<file path="src/rtl/mem_ctrl_if.sv">
// rtl/mem_ctrl_if.sv - request, status and RAM-port signal bundle for mem_ctrl
//
// Purpose: groups the IF fetch port, the MEM load/store port and the
// byte-wide RAM port that mem_ctrl arbitrates between.
// Modports:
//   slave  - the controller (mem_ctrl): takes requests and ram_rdata,
//            drives status, returned data and the RAM address/write strobes.
//   master - the requesters plus RAM side (pipeline stages, RAM model).
// Signals:
//   if_req/if_addr -> if_stat/if_data              IF word fetch
//   mem_en/mem_sel/mem_type/mem_addr/mem_dout
//                  -> mem_stat/mem_din             MEM load/store
//   ram_addr/ram_wr/ram_wdata <- ram_rdata         byte-serial RAM port

interface mem_ctrl_if #(
  parameter int RAM_ADDR_W = 17
);
  logic                  if_req;
  logic [31:0]           if_addr;
  logic [1:0]            if_stat;
  logic [31:0]           if_data;
  logic                  mem_en;
  logic                  mem_sel;
  logic [1:0]            mem_type;
  logic [31:0]           mem_addr;
  logic [31:0]           mem_dout;
  logic [1:0]            mem_stat;
  logic [31:0]           mem_din;
  logic [RAM_ADDR_W-1:0] ram_addr;
  logic                  ram_wr;
  logic [7:0]            ram_wdata;
  logic [7:0]            ram_rdata;

  modport slave (
    input  if_req, if_addr, mem_en, mem_sel, mem_type, mem_addr, mem_dout,
    input  ram_rdata,
    output if_stat, if_data, mem_stat, mem_din,
    output ram_addr, ram_wr, ram_wdata
  );

  modport master (
    output if_req, if_addr, mem_en, mem_sel, mem_type, mem_addr, mem_dout,
    output ram_rdata,
    input  if_stat, if_data, mem_stat, mem_din,
    input  ram_addr, ram_wr, ram_wdata
  );
endinterface

</file>
<file path="src/rtl/mem_ctrl.sv">
// rtl/mem_ctrl.sv - IF/MEM arbiter and byte-serial sequencer for the RAM port
//
// Purpose: shares one byte-wide RAM port between instruction fetch and the
// MEM load/store path. MEM has fixed priority. Each byte/half/word request
// becomes 1/2/4 consecutive RAM cycles; data is little-endian.
// Ports:
//   clk  - rising-edge clock
//   rst  - synchronous, active-high reset
//   bus  - mem_ctrl_if.slave (requests in, status/data/RAM strobes out)
// Status encoding on if_stat/mem_stat: 00 Idle, 01 Busy, 10 Handled.
// All outputs are registered.
// Optional feature: define MEMCTRL_IFETCH_BUF_EN to add a one-entry fetch
// buffer that answers a repeated aligned IF fetch without touching RAM.

module mem_ctrl #(
  parameter int RAM_ADDR_W = 17
) (
  input  logic         clk,
  input  logic         rst,
  mem_ctrl_if.slave    bus
);

  localparam logic [1:0] S_IDLE = 2'd0;
  localparam logic [1:0] S_BUSY = 2'd1;
  localparam logic [1:0] S_DONE = 2'd2;

  localparam logic [1:0] O_NONE = 2'd0;
  localparam logic [1:0] O_IF   = 2'd1;
  localparam logic [1:0] O_MEM  = 2'd2;

  localparam logic [1:0] ST_IDLE    = 2'b00;
  localparam logic [1:0] ST_BUSY    = 2'b01;
  localparam logic [1:0] ST_HANDLED = 2'b10;

  logic [1:0]            state, nxt_state;
  logic [1:0]            owner, nxt_owner;
  logic [2:0]            cnt, cnt_nx, len, req_len;
  logic [RAM_ADDR_W-1:0] base, addr_nx;
  logic                  sel;
  logic [31:0]           wdata_q;
  logic [31:0]           rd_buf, done_word;
  logic [1:0]            lane;
  logic                  rd_last, wr_last;
  logic                  fb_hit;

  // Upper request-address bits are intentionally dropped by truncation.
  logic unused_addr_bits;
  assign unused_addr_bits = ^{bus.if_addr[31:RAM_ADDR_W], bus.mem_addr[31:RAM_ADDR_W]};

`ifdef MEMCTRL_IFETCH_BUF_EN
  logic                  fb_valid;
  logic [RAM_ADDR_W-3:0] fb_tag;
  logic [31:0]           fb_data;
  // Only aligned fetches are cached, so a hit always returns a whole word.
  assign fb_hit = fb_valid && (bus.if_addr[1:0] == 2'b00) &&
                  (bus.if_addr[RAM_ADDR_W-1:2] == fb_tag);
`else
  assign fb_hit = 1'b0;
`endif

  always_comb begin
    case (bus.mem_type)
      2'b00:   req_len = 3'd1;
      2'b01:   req_len = 3'd2;
      default: req_len = 3'd4;
    endcase
  end

  assign cnt_nx  = cnt + 3'd1;
  assign addr_nx = base + RAM_ADDR_W'(cnt_nx);
  // In BUSY read, the byte arriving now belongs to the address issued one
  // cycle earlier, i.e. lane cnt-1.
  assign lane    = cnt[1:0] - 2'd1;
  assign rd_last = !sel && (cnt == len);
  assign wr_last = sel && (cnt == len - 3'd1);

  always_comb begin
    done_word = rd_buf;
    done_word[{lane, 3'b000} +: 8] = bus.ram_rdata;
  end

  always_comb begin
    nxt_state = state;
    nxt_owner = owner;
    case (state)
      S_IDLE: begin
        if (bus.mem_en) begin
          nxt_state = S_BUSY;
          nxt_owner = O_MEM;
        end else if (bus.if_req) begin
          nxt_state = fb_hit ? S_DONE : S_BUSY;
          nxt_owner = O_IF;
        end
      end
      S_BUSY: begin
        if (rd_last || wr_last) nxt_state = S_DONE;
      end
      S_DONE: begin
        nxt_state = S_IDLE;
        nxt_owner = O_NONE;
      end
      default: begin
        nxt_state = S_IDLE;
        nxt_owner = O_NONE;
      end
    endcase
  end

  // Status is computed from the state being entered so the registered
  // output lines up with that state's cycle.
  function automatic logic [1:0] stat_of(input logic is_owner, input logic req,
                                         input logic entering_done);
    if (is_owner && entering_done) return ST_HANDLED;
    else if (is_owner || req)      return ST_BUSY;
    else                           return ST_IDLE;
  endfunction

  always_ff @(posedge clk) begin
    if (rst) begin
      state         <= S_IDLE;
      owner         <= O_NONE;
      cnt           <= 3'd0;
      len           <= 3'd0;
      base          <= '0;
      sel           <= 1'b0;
      wdata_q       <= 32'd0;
      rd_buf        <= 32'd0;
      bus.if_stat   <= ST_IDLE;
      bus.mem_stat  <= ST_IDLE;
      bus.if_data   <= 32'd0;
      bus.mem_din   <= 32'd0;
      bus.ram_addr  <= '0;
      bus.ram_wr    <= 1'b0;
      bus.ram_wdata <= 8'd0;
`ifdef MEMCTRL_IFETCH_BUF_EN
      fb_valid      <= 1'b0;
      fb_tag        <= '0;
      fb_data       <= 32'd0;
`endif
    end else begin
      state        <= nxt_state;
      owner        <= nxt_owner;
      bus.if_stat  <= stat_of(nxt_owner == O_IF,  bus.if_req, nxt_state == S_DONE);
      bus.mem_stat <= stat_of(nxt_owner == O_MEM, bus.mem_en, nxt_state == S_DONE);

      case (state)
        S_IDLE: begin
          if (bus.mem_en) begin
            base         <= bus.mem_addr[RAM_ADDR_W-1:0];
            sel          <= bus.mem_sel;
            len          <= req_len;
            wdata_q      <= bus.mem_dout;
            cnt          <= 3'd0;
            rd_buf       <= 32'd0;
            // First address/byte go out with the grant; BUSY issues the rest.
            bus.ram_addr <= bus.mem_addr[RAM_ADDR_W-1:0];
            if (bus.mem_sel) begin
              bus.ram_wr    <= 1'b1;
              bus.ram_wdata <= bus.mem_dout[7:0];
`ifdef MEMCTRL_IFETCH_BUF_EN
              fb_valid      <= 1'b0;
`endif
            end
          end else if (bus.if_req) begin
            base   <= bus.if_addr[RAM_ADDR_W-1:0];
            sel    <= 1'b0;
            len    <= 3'd4;
            cnt    <= 3'd0;
            rd_buf <= 32'd0;
            if (fb_hit) begin
`ifdef MEMCTRL_IFETCH_BUF_EN
              bus.if_data <= fb_data;
`endif
            end else begin
              bus.ram_addr <= bus.if_addr[RAM_ADDR_W-1:0];
            end
          end
        end

        S_BUSY: begin
          if (sel) begin
            if (wr_last) begin
              bus.ram_wr    <= 1'b0;
              bus.ram_wdata <= 8'd0;
            end else begin
              cnt           <= cnt_nx;
              bus.ram_addr  <= addr_nx;
              bus.ram_wdata <= wdata_q[{cnt_nx[1:0], 3'b000} +: 8];
            end
          end else if (rd_last) begin
            if (owner == O_IF) begin
              bus.if_data <= done_word;
`ifdef MEMCTRL_IFETCH_BUF_EN
              fb_valid    <= (base[1:0] == 2'b00);
              fb_tag      <= base[RAM_ADDR_W-1:2];
              fb_data     <= done_word;
`endif
            end else begin
              bus.mem_din <= done_word;
            end
          end else begin
            if (cnt != 3'd0) rd_buf <= done_word;
            cnt <= cnt_nx;
            if (cnt_nx < len) bus.ram_addr <= addr_nx;
          end
        end

        default: begin
        end
      endcase
    end
  end

endmodule

</file>
<file path="src/flat_wrapper.sv">
// flat-port wrapper written by rule: the top's interface ports become plain ports
module mem_ctrl_flat 
#(
  parameter int RAM_ADDR_W = 17
)
  (clk, rst, bus_if_req, bus_if_addr, bus_mem_en, bus_mem_sel, bus_mem_type, bus_mem_addr, bus_mem_dout, bus_ram_rdata, bus_if_stat, bus_if_data, bus_mem_stat, bus_mem_din, bus_ram_addr, bus_ram_wr, bus_ram_wdata);
  mem_ctrl_if #(.RAM_ADDR_W(RAM_ADDR_W)) bus_i ();
  input  logic clk;
  input  logic rst;
  input wire logic [$bits(bus_i.if_req)-1:0] bus_if_req;
  input wire logic [$bits(bus_i.if_addr)-1:0] bus_if_addr;
  input wire logic [$bits(bus_i.mem_en)-1:0] bus_mem_en;
  input wire logic [$bits(bus_i.mem_sel)-1:0] bus_mem_sel;
  input wire logic [$bits(bus_i.mem_type)-1:0] bus_mem_type;
  input wire logic [$bits(bus_i.mem_addr)-1:0] bus_mem_addr;
  input wire logic [$bits(bus_i.mem_dout)-1:0] bus_mem_dout;
  input wire logic [$bits(bus_i.ram_rdata)-1:0] bus_ram_rdata;
  output wire logic [$bits(bus_i.if_stat)-1:0] bus_if_stat;
  output wire logic [$bits(bus_i.if_data)-1:0] bus_if_data;
  output wire logic [$bits(bus_i.mem_stat)-1:0] bus_mem_stat;
  output wire logic [$bits(bus_i.mem_din)-1:0] bus_mem_din;
  output wire logic [$bits(bus_i.ram_addr)-1:0] bus_ram_addr;
  output wire logic [$bits(bus_i.ram_wr)-1:0] bus_ram_wr;
  output wire logic [$bits(bus_i.ram_wdata)-1:0] bus_ram_wdata;
  assign bus_i.if_req = bus_if_req;
  assign bus_i.if_addr = bus_if_addr;
  assign bus_i.mem_en = bus_mem_en;
  assign bus_i.mem_sel = bus_mem_sel;
  assign bus_i.mem_type = bus_mem_type;
  assign bus_i.mem_addr = bus_mem_addr;
  assign bus_i.mem_dout = bus_mem_dout;
  assign bus_i.ram_rdata = bus_ram_rdata;
  assign bus_if_stat = bus_i.if_stat;
  assign bus_if_data = bus_i.if_data;
  assign bus_mem_stat = bus_i.mem_stat;
  assign bus_mem_din = bus_i.mem_din;
  assign bus_ram_addr = bus_i.ram_addr;
  assign bus_ram_wr = bus_i.ram_wr;
  assign bus_ram_wdata = bus_i.ram_wdata;
  mem_ctrl #(.RAM_ADDR_W(RAM_ADDR_W)) u_core (.clk(clk), .rst(rst), .bus(bus_i));
endmodule
</file>
<file path="config.mk">
export PLATFORM = sky130hd
export DESIGN_NAME = mem_ctrl_flat
export DESIGN_NICKNAME = d
export VERILOG_FILES = /design/src/rtl/mem_ctrl_if.sv /design/src/rtl/mem_ctrl.sv /design/src/flat_wrapper.sv
export SDC_FILE = /design/constraint.sdc
export NUM_CORES = 1
export LEC_CHECK = 0
export CAP_MARGIN = 10
export CORE_MARGIN = 5
export CORE_UTILIZATION = 53
export DETAILED_ROUTE_END_ITERATION = 6
export MAX_ROUTING_LAYER = met4
export PLACE_DENSITY = 0.89
export SKIP_CTS_REPAIR_TIMING = 1
export SLEW_MARGIN = 10
export SYNTH_ARGS = -nofsm -noshare
export SYNTH_HDL_FRONTEND = slang
export SYNTH_SLANG_ARGS = --single-unit
</file>
<file path="constraint.sdc">
create_clock -name clk -period 7.4 [get_ports clk]
set_clock_uncertainty 0.2 [all_clocks]
set_input_delay 0.74 -clock clk [delete_from_list [all_inputs] [get_ports clk]]
set_output_delay 0.74 -clock clk [all_outputs]
set_load 0.05 [all_outputs]
</file>
# [Word level (Yosys, flattened, before mapping)]
# Cells that the tools add are included.
[totals] register_bits=186 wordCells=117 out_inout_bits=94
[classes] addsub=5 n_reduce_logical=24 n_eq_ne=19 shift=3 n_lt_le_gt_ge=1 bitwise_logic=2 muxes=46
[ops] operator="$mux W32" count=5
[ops] operator="$mux W17" count=6
[ops] operator="$pmux W32 S2" count=1
[ops] operator="$pmux W17 S2" count=1
[ops] operator="$bwmux W32" count=1
[ops] operator="$mux W8" count=4
[ops] operator="$shift A8 B7 Y32 const A" count=1
[ops] operator="$shiftx A32 B6 Y8" count=1
[ops] operator="$shiftx A8 B7 Y32" count=1
[ops] operator="$mux W3" count=7
[ops] operator="$add A17 B3 Y17" count=1
[ops] operator="$pmux W8 S2" count=1
[ops] operator="$reduce_and A4 Y1" count=4
[ops] operator="$reduce_and A5 Y1" count=3
[ops] operator="$mux W2" count=7
[ops] operator="$pmux W3 S2" count=2
[ops] operator="$eq A2 B1 Y1 const B" count=4
[ops] operator="$mux W1" count=8
[ops] operator="$ne A2 B2 Y1 const B" count=4
[ops] operator="$pmux W2 S2" count=2
[ops] operator="$neg A5 Y7" count=1
[ops] operator="$eq A3 B3 Y1" count=2
[ops] operator="$ne A2 B1 Y1 const B" count=3
[ops] operator="$ne A3 B3 Y1 const B" count=2
[ops] operator="other kinds (17)" count=28

# [Depth between registers and ports, before layout]
[depth] ltp_word=9 depth_mapped=9 ltp_nobuf=8

# [Least setup slack after synthesis]
# Ideal clock, no wire load.
[synth_path] path_type="reg2reg" startpoint="register u_core.cnt[0]" endpoint="register u_core.bus.ram_addr[7]" synth_period_minus_slack_ns=2.748 path_stages_with_launch=9 path_buffers=0 setup_time_ns=0.067 setup_slack_ns=4.652 t_arrival_ns=2.481 cell_sequence="dfxtp_1 inv_2 ha_1 ha_1 a211oi_1 nor3_2 xnor2_1 a2111o_1 a21oi_2"
[synth_via] elab_chain_cells=6
[synth_rtl] element="from (decl)" line_no="mem_ctrl.sv:37" rtl="logic [2:0] cnt, cnt_nx, len, req_len;"
[synth_rtl] element="from (signal assigned)" line_no="mem_ctrl.sv:186" rtl="cnt <= cnt_nx;"
[synth_rtl] element="from (signal assigned)" line_no="mem_ctrl.sv:203" rtl="cnt <= cnt_nx;"
[synth_rtl] element="$add A3 B1 Y3" line_no="mem_ctrl.sv:69" rtl="assign cnt_nx = cnt + 3'd1;"
[synth_rtl] element="$add A17 B3 Y17" line_no="mem_ctrl.sv:70" rtl="assign addr_nx = base + RAM_ADDR_W'(cnt_nx);"
[synth_rtl] element="$mux W17" line_no="mem_ctrl.sv:204" rtl="if (cnt_nx < len) bus.ram_addr <= addr_nx;"
[synth_rtl] element="$mux W17" line_no="mem_ctrl.sv:190" rtl="end else if (rd_last) begin"
[synth_rtl] element="$mux W17" line_no="mem_ctrl.sv:181" rtl="if (sel) begin"
[synth_rtl] element="$pmux W17 S2" line_no="mem_ctrl.sv:146" rtl="case (state)"
[synth_rtl] element="to (signal assigned)" line_no="mem_ctrl.sv:156" rtl="bus.ram_addr <= bus.mem_addr[RAM_ADDR_W-1:0];"
[synth_rtl] element="to (signal assigned)" line_no="mem_ctrl.sv:187" rtl="bus.ram_addr <= addr_nx;"
[synth_rtl] element="to (signal assigned)" line_no="mem_ctrl.sv:204"
[synth_rtl] element="to (decl)" line_no="mem_ctrl_if.sv:38" rtl="output ram_addr, ram_wr, ram_wdata"
# Parallel ways exist; a longest one is shown, timed or not. The select of a mux whose other input is x is not followed.
# A chain may end at the register's enable or synchronous reset.

# [Final worst setup path]
[layout_path] startpoint="register u_core.cnt[0]" endpoint="register u_core.rd_buf[12]"
[layout_via] elab_chain_cells=8
[layout_rtl] element="$sub A2 B1 Y2" line_no="mem_ctrl.sv:73" rtl="assign lane = cnt[1:0] - 2'd1;"
[layout_rtl] element="$neg A5 Y7" line_no="mem_ctrl.sv:79" rtl="done_word[{lane, 3'b000} +: 8] = bus.ram_rdata;"
[layout_rtl] element="$shiftx A8 B7 Y32 / $shift A8 B7 Y32 (equally long branches)" line_no="mem_ctrl.sv:79"
[layout_rtl] element="$bwmux W32" line_no="mem_ctrl.sv:79"
[layout_rtl] element="$mux W32" line_no="mem_ctrl.sv:202" rtl="if (cnt != 3'd0) rd_buf <= done_word;"
[layout_rtl] element="$mux W32" line_no="mem_ctrl.sv:190"
[layout_rtl] element="$mux W32" line_no="mem_ctrl.sv:181"
[layout_rtl] element="$pmux W32 S2" line_no="mem_ctrl.sv:146"
[layout_rtl] element="to (signal assigned)" line_no="mem_ctrl.sv:202"
[layout_rtl] element="to (decl)" line_no="mem_ctrl.sv:41" rtl="logic [31:0] rd_buf, done_word;"
# Parallel ways exist; a longest one is shown, timed or not. The select of a mux whose other input is x is not followed.

==> results.toml <==
[power_and_ir_drop]
p_leak_nw = 3.70
power.total_w = 0.00287
pwr-share-clk_pct = 31.4
p_sw_share_pct = 34.0
powerDensity_mw_per_mm2 = 269
ir_worst_vdd_v = 0.000191
internal_power_w = 0.00189
power_switching_w = 0.000974
combPwrFrac_pct = 28.0
power_frac_seq_pct = 40.6

[final_layout]
insertedDiodeCount = 0
finalInstanceArea_mm2 = 0.0107
fin_cells = 1308
seq_area_mm2 = 0.00372
fillCellCount = 1181
drive_gt1_share_pct = 6.38
multi_input_area_mm2 = 0.00423
fin_nets = 1209
area_growth_syn_to_layout_pct = 28.5

[routing]
highest_layer = "met4"
vias_per_cell = 5.58
totalWireLength_mm = 21.1
wl_met3_mm = 1.27
num_vias = 7293
wl_met1_mm = 9.00
drtIter0Drc = 631
drc = 0
postRouteAntennaNets = 0
wl_met2_mm = 10.5
drtPass1Iterations = 5
routedWlPerCell_um = 16.1

[die]
die_width_um = 135
core_area_mm2 = 0.0153
num_io_pins = 205
die_h_um = 135
fp.dieArea_mm2 = 0.0182
initial_core_util_pct = 54.3
rows = 45

[synth]
synthTopCellsByCount = "186 x dfxtp_1, 123 x a21oi_1, 112 x nor2_1"
synthAdderAreaFrac_pct = 2.20
syn_inst = 954
synthArstFlopShare_pct = 0
synth_area_leader_cell = "dfxtp_1"
ys_seq_area_share_pct = 44.9
synth_cell_types = 59
synth_top_family_by_area = "simple AND/OR/NAND/NOR gates"
synth_seq_cells = 186
synth_xor_xnor_area_share_pct = 1.78
synth-simple-area-share_pct = 21.2
synthFlopType = "dfxtp_1"
synth_top_area_share_pct = 44.9
synth_compound_area_share_pct = 20.3
yosys-top-cells-area = "dfxtp_1 45%, a211oi_1 8.3%, a21oi_1 7.4%"
synth.net_count = 1079
netlist_area_mm2 = 0.00829
yosysWarnings = 0
synth_mux_area_share_pct = 5.19
synth_edf_count = 0
synth_most_common_cell = "dfxtp_1"
syn_avg_cell_area_um2 = 8.69

[timing]
drv_slew = 0
rsz0062_at_grt = "false"
relSlewSlack_pct = 27.9
hold_slack_ns = 0.246
fin_crit_ns = 3.89
worst_slew_pin_slew_ns = 1.08
finalSetupViolations = 0
finalHoldViolations = 0
timing.fmax_ghz = 0.257
setup_tns_ns = 0
period_share_pct = 52.5

[setup_path]
endpoint_kind = "register"
required_ns = 7.55
cpMostUsedCell = "a21oi_1"
critPathArrivalTime_ns = 4.04
critPathMaxFanout = 18
max_stage_delay_ns = 1.03
path_cells = "inv_2 > ha_1 > buf_4 > nand2_1 > nor3_1 > a21oi_1 > or3_1 > a21oi_1"
rrSetupSlack_ns = 3.51
crit_slowest_cell = "dfxtp_1"
crit_type = "reg -> reg"
critPathLaunchType = "register"

[clock_network]
root_buffer = "clkbuf_16"
cts.reportedPaths.clkPinSlew_ns = 0.06
clock_sinks = 186
htreeDepth = 4
numCtsBuffers = 17
cts_buffer_depth = 2
clk_latency_ns = 0.43
cts_tree = "done"

[placement]
portBuffers = 174
place_inst = 1276
place_area_mm2 = 0.0101
gp_congestion = 0.883
dp_hpwl_mm = 14.4

[grt]
grt_pass1_wl_mm = 34.2
grt_max_degree = 103
grt_usage_pct = 23.8
grt_pass1_vias = 6980
antenna_found_initial = 0
overflow = 0

[outcome]
outcome = "complete, no violations"

[min_path]
hold_class = "reg -> reg"

[job]
cap_violations = 0
## through the flow
step	util (%)	setup WS (ns)
2_1_floorplan	-	4.65
3_3_place_gp	66.0	3.63
3_5_place_dp	66.0	3.52
4_1_cts	69.8	3.52
5_1_grt	69.8	3.22
6_report	69.8	3.51
## layout by cell type, fill, tap and decap left out, drive strengths merged, types with 5 or more instances in the layout
master,synthesis,final
dfxtp,186,186
clkdlybuf4s50,0,173
a21oi,124,124
nor2,113,113
nand2,108,108
a211oi,92,92
nor2b,45,45
or3,34,34
mux2i,25,25
o21ai,21,21
clkbuf,42,20
nand2b,15,15
ha,13,13
nor3,13,13
inv,9,12
buf,31,11
xnor2,8,8
mux4,8,8
xor2,6,6
clkinv,0,5
## flip-flops by register name (all words and copies together), names as in the netlist
name and count:
u_core.bus.if_stat 2, u_core.state 2, u_core.bus.ram_wr 1, u_core.bus.ram_addr 17, u_core.base 17, u_core.bus.if_data 32, u_core.bus.ram_wdata 8, u_core.owner 2
u_core.bus.mem_din 32, u_core.len 3, u_core.rd_buf 32, u_core.wdata_q 32, u_core.cnt 3, u_core.bus.mem_stat 2, u_core.sel 1
## kinds of logic after synthesis
kind of cell | after synthesis
xor gates and xnor gates | 15
buffers and inverters | 82
muxes | 33
and+or+nand+nor | 358
adders and majority gates | 14
AOI/OAI and AO/OA | 266
DFF | 186
## area by class of cell
cell class | instances | area share (%)
clock buffers | 20 | 4.19
clock inverters | 12 | 1.32
inverters | 9 | 0.317
multi-input cells | 686 | 39.7
flip-flops and latches | 186 | 34.9
well taps | 211 | 2.48
repair buffers | 184 | 17.1
## critical path, delay by kind of cell (launching register included)
kind,cells,cell delay (ns)
flip-flops,1,1.03
buffers and inverters,2,0.51
adder cells (fa/ha/maj),1,0.48
AND/OR/NAND/NOR,3,1.15
AO/OA/AOI/OAI,2,0.43
## power groups by stage
stage	clock, W	sequential, W	combinational [W]
6_report	0.000900	0.00117	0.000803
5_1_grt	0.000962	0.00118	0.000863
4_1_cts	0.000913	0.00116	0.000807
3_5_place_dp	0	0.00119	0.000801
3_3_place_gp	0	0.00118	0.000787
2_1_floorplan	0	0.00137	0.000369
## final timing paths
check | from | end | cells after the start
worst min register to register | u_core.rd_buf[3] | u_core.rd_buf[3] | 2
worst min-delay path | u_core.rd_buf[3] | u_core.rd_buf[3] | 2
worst max-delay path | u_core.cnt[0] | u_core.rd_buf[12] | 8
worst max register to register | u_core.cnt[0] | u_core.rd_buf[12] | 8
## metal layers
| metal | track usage, % | up-vias |
|---|---|---|
| met5 | - | - |
| met4 | 8.01 | 0 |
| met3 | 5.77 | 32 |
| met2 | 38.4 | 208 |
| met1 | 29.4 | 3418 |
| li1 | - | 3635 |
Note: power is estimated with default switching activity, not from simulation.
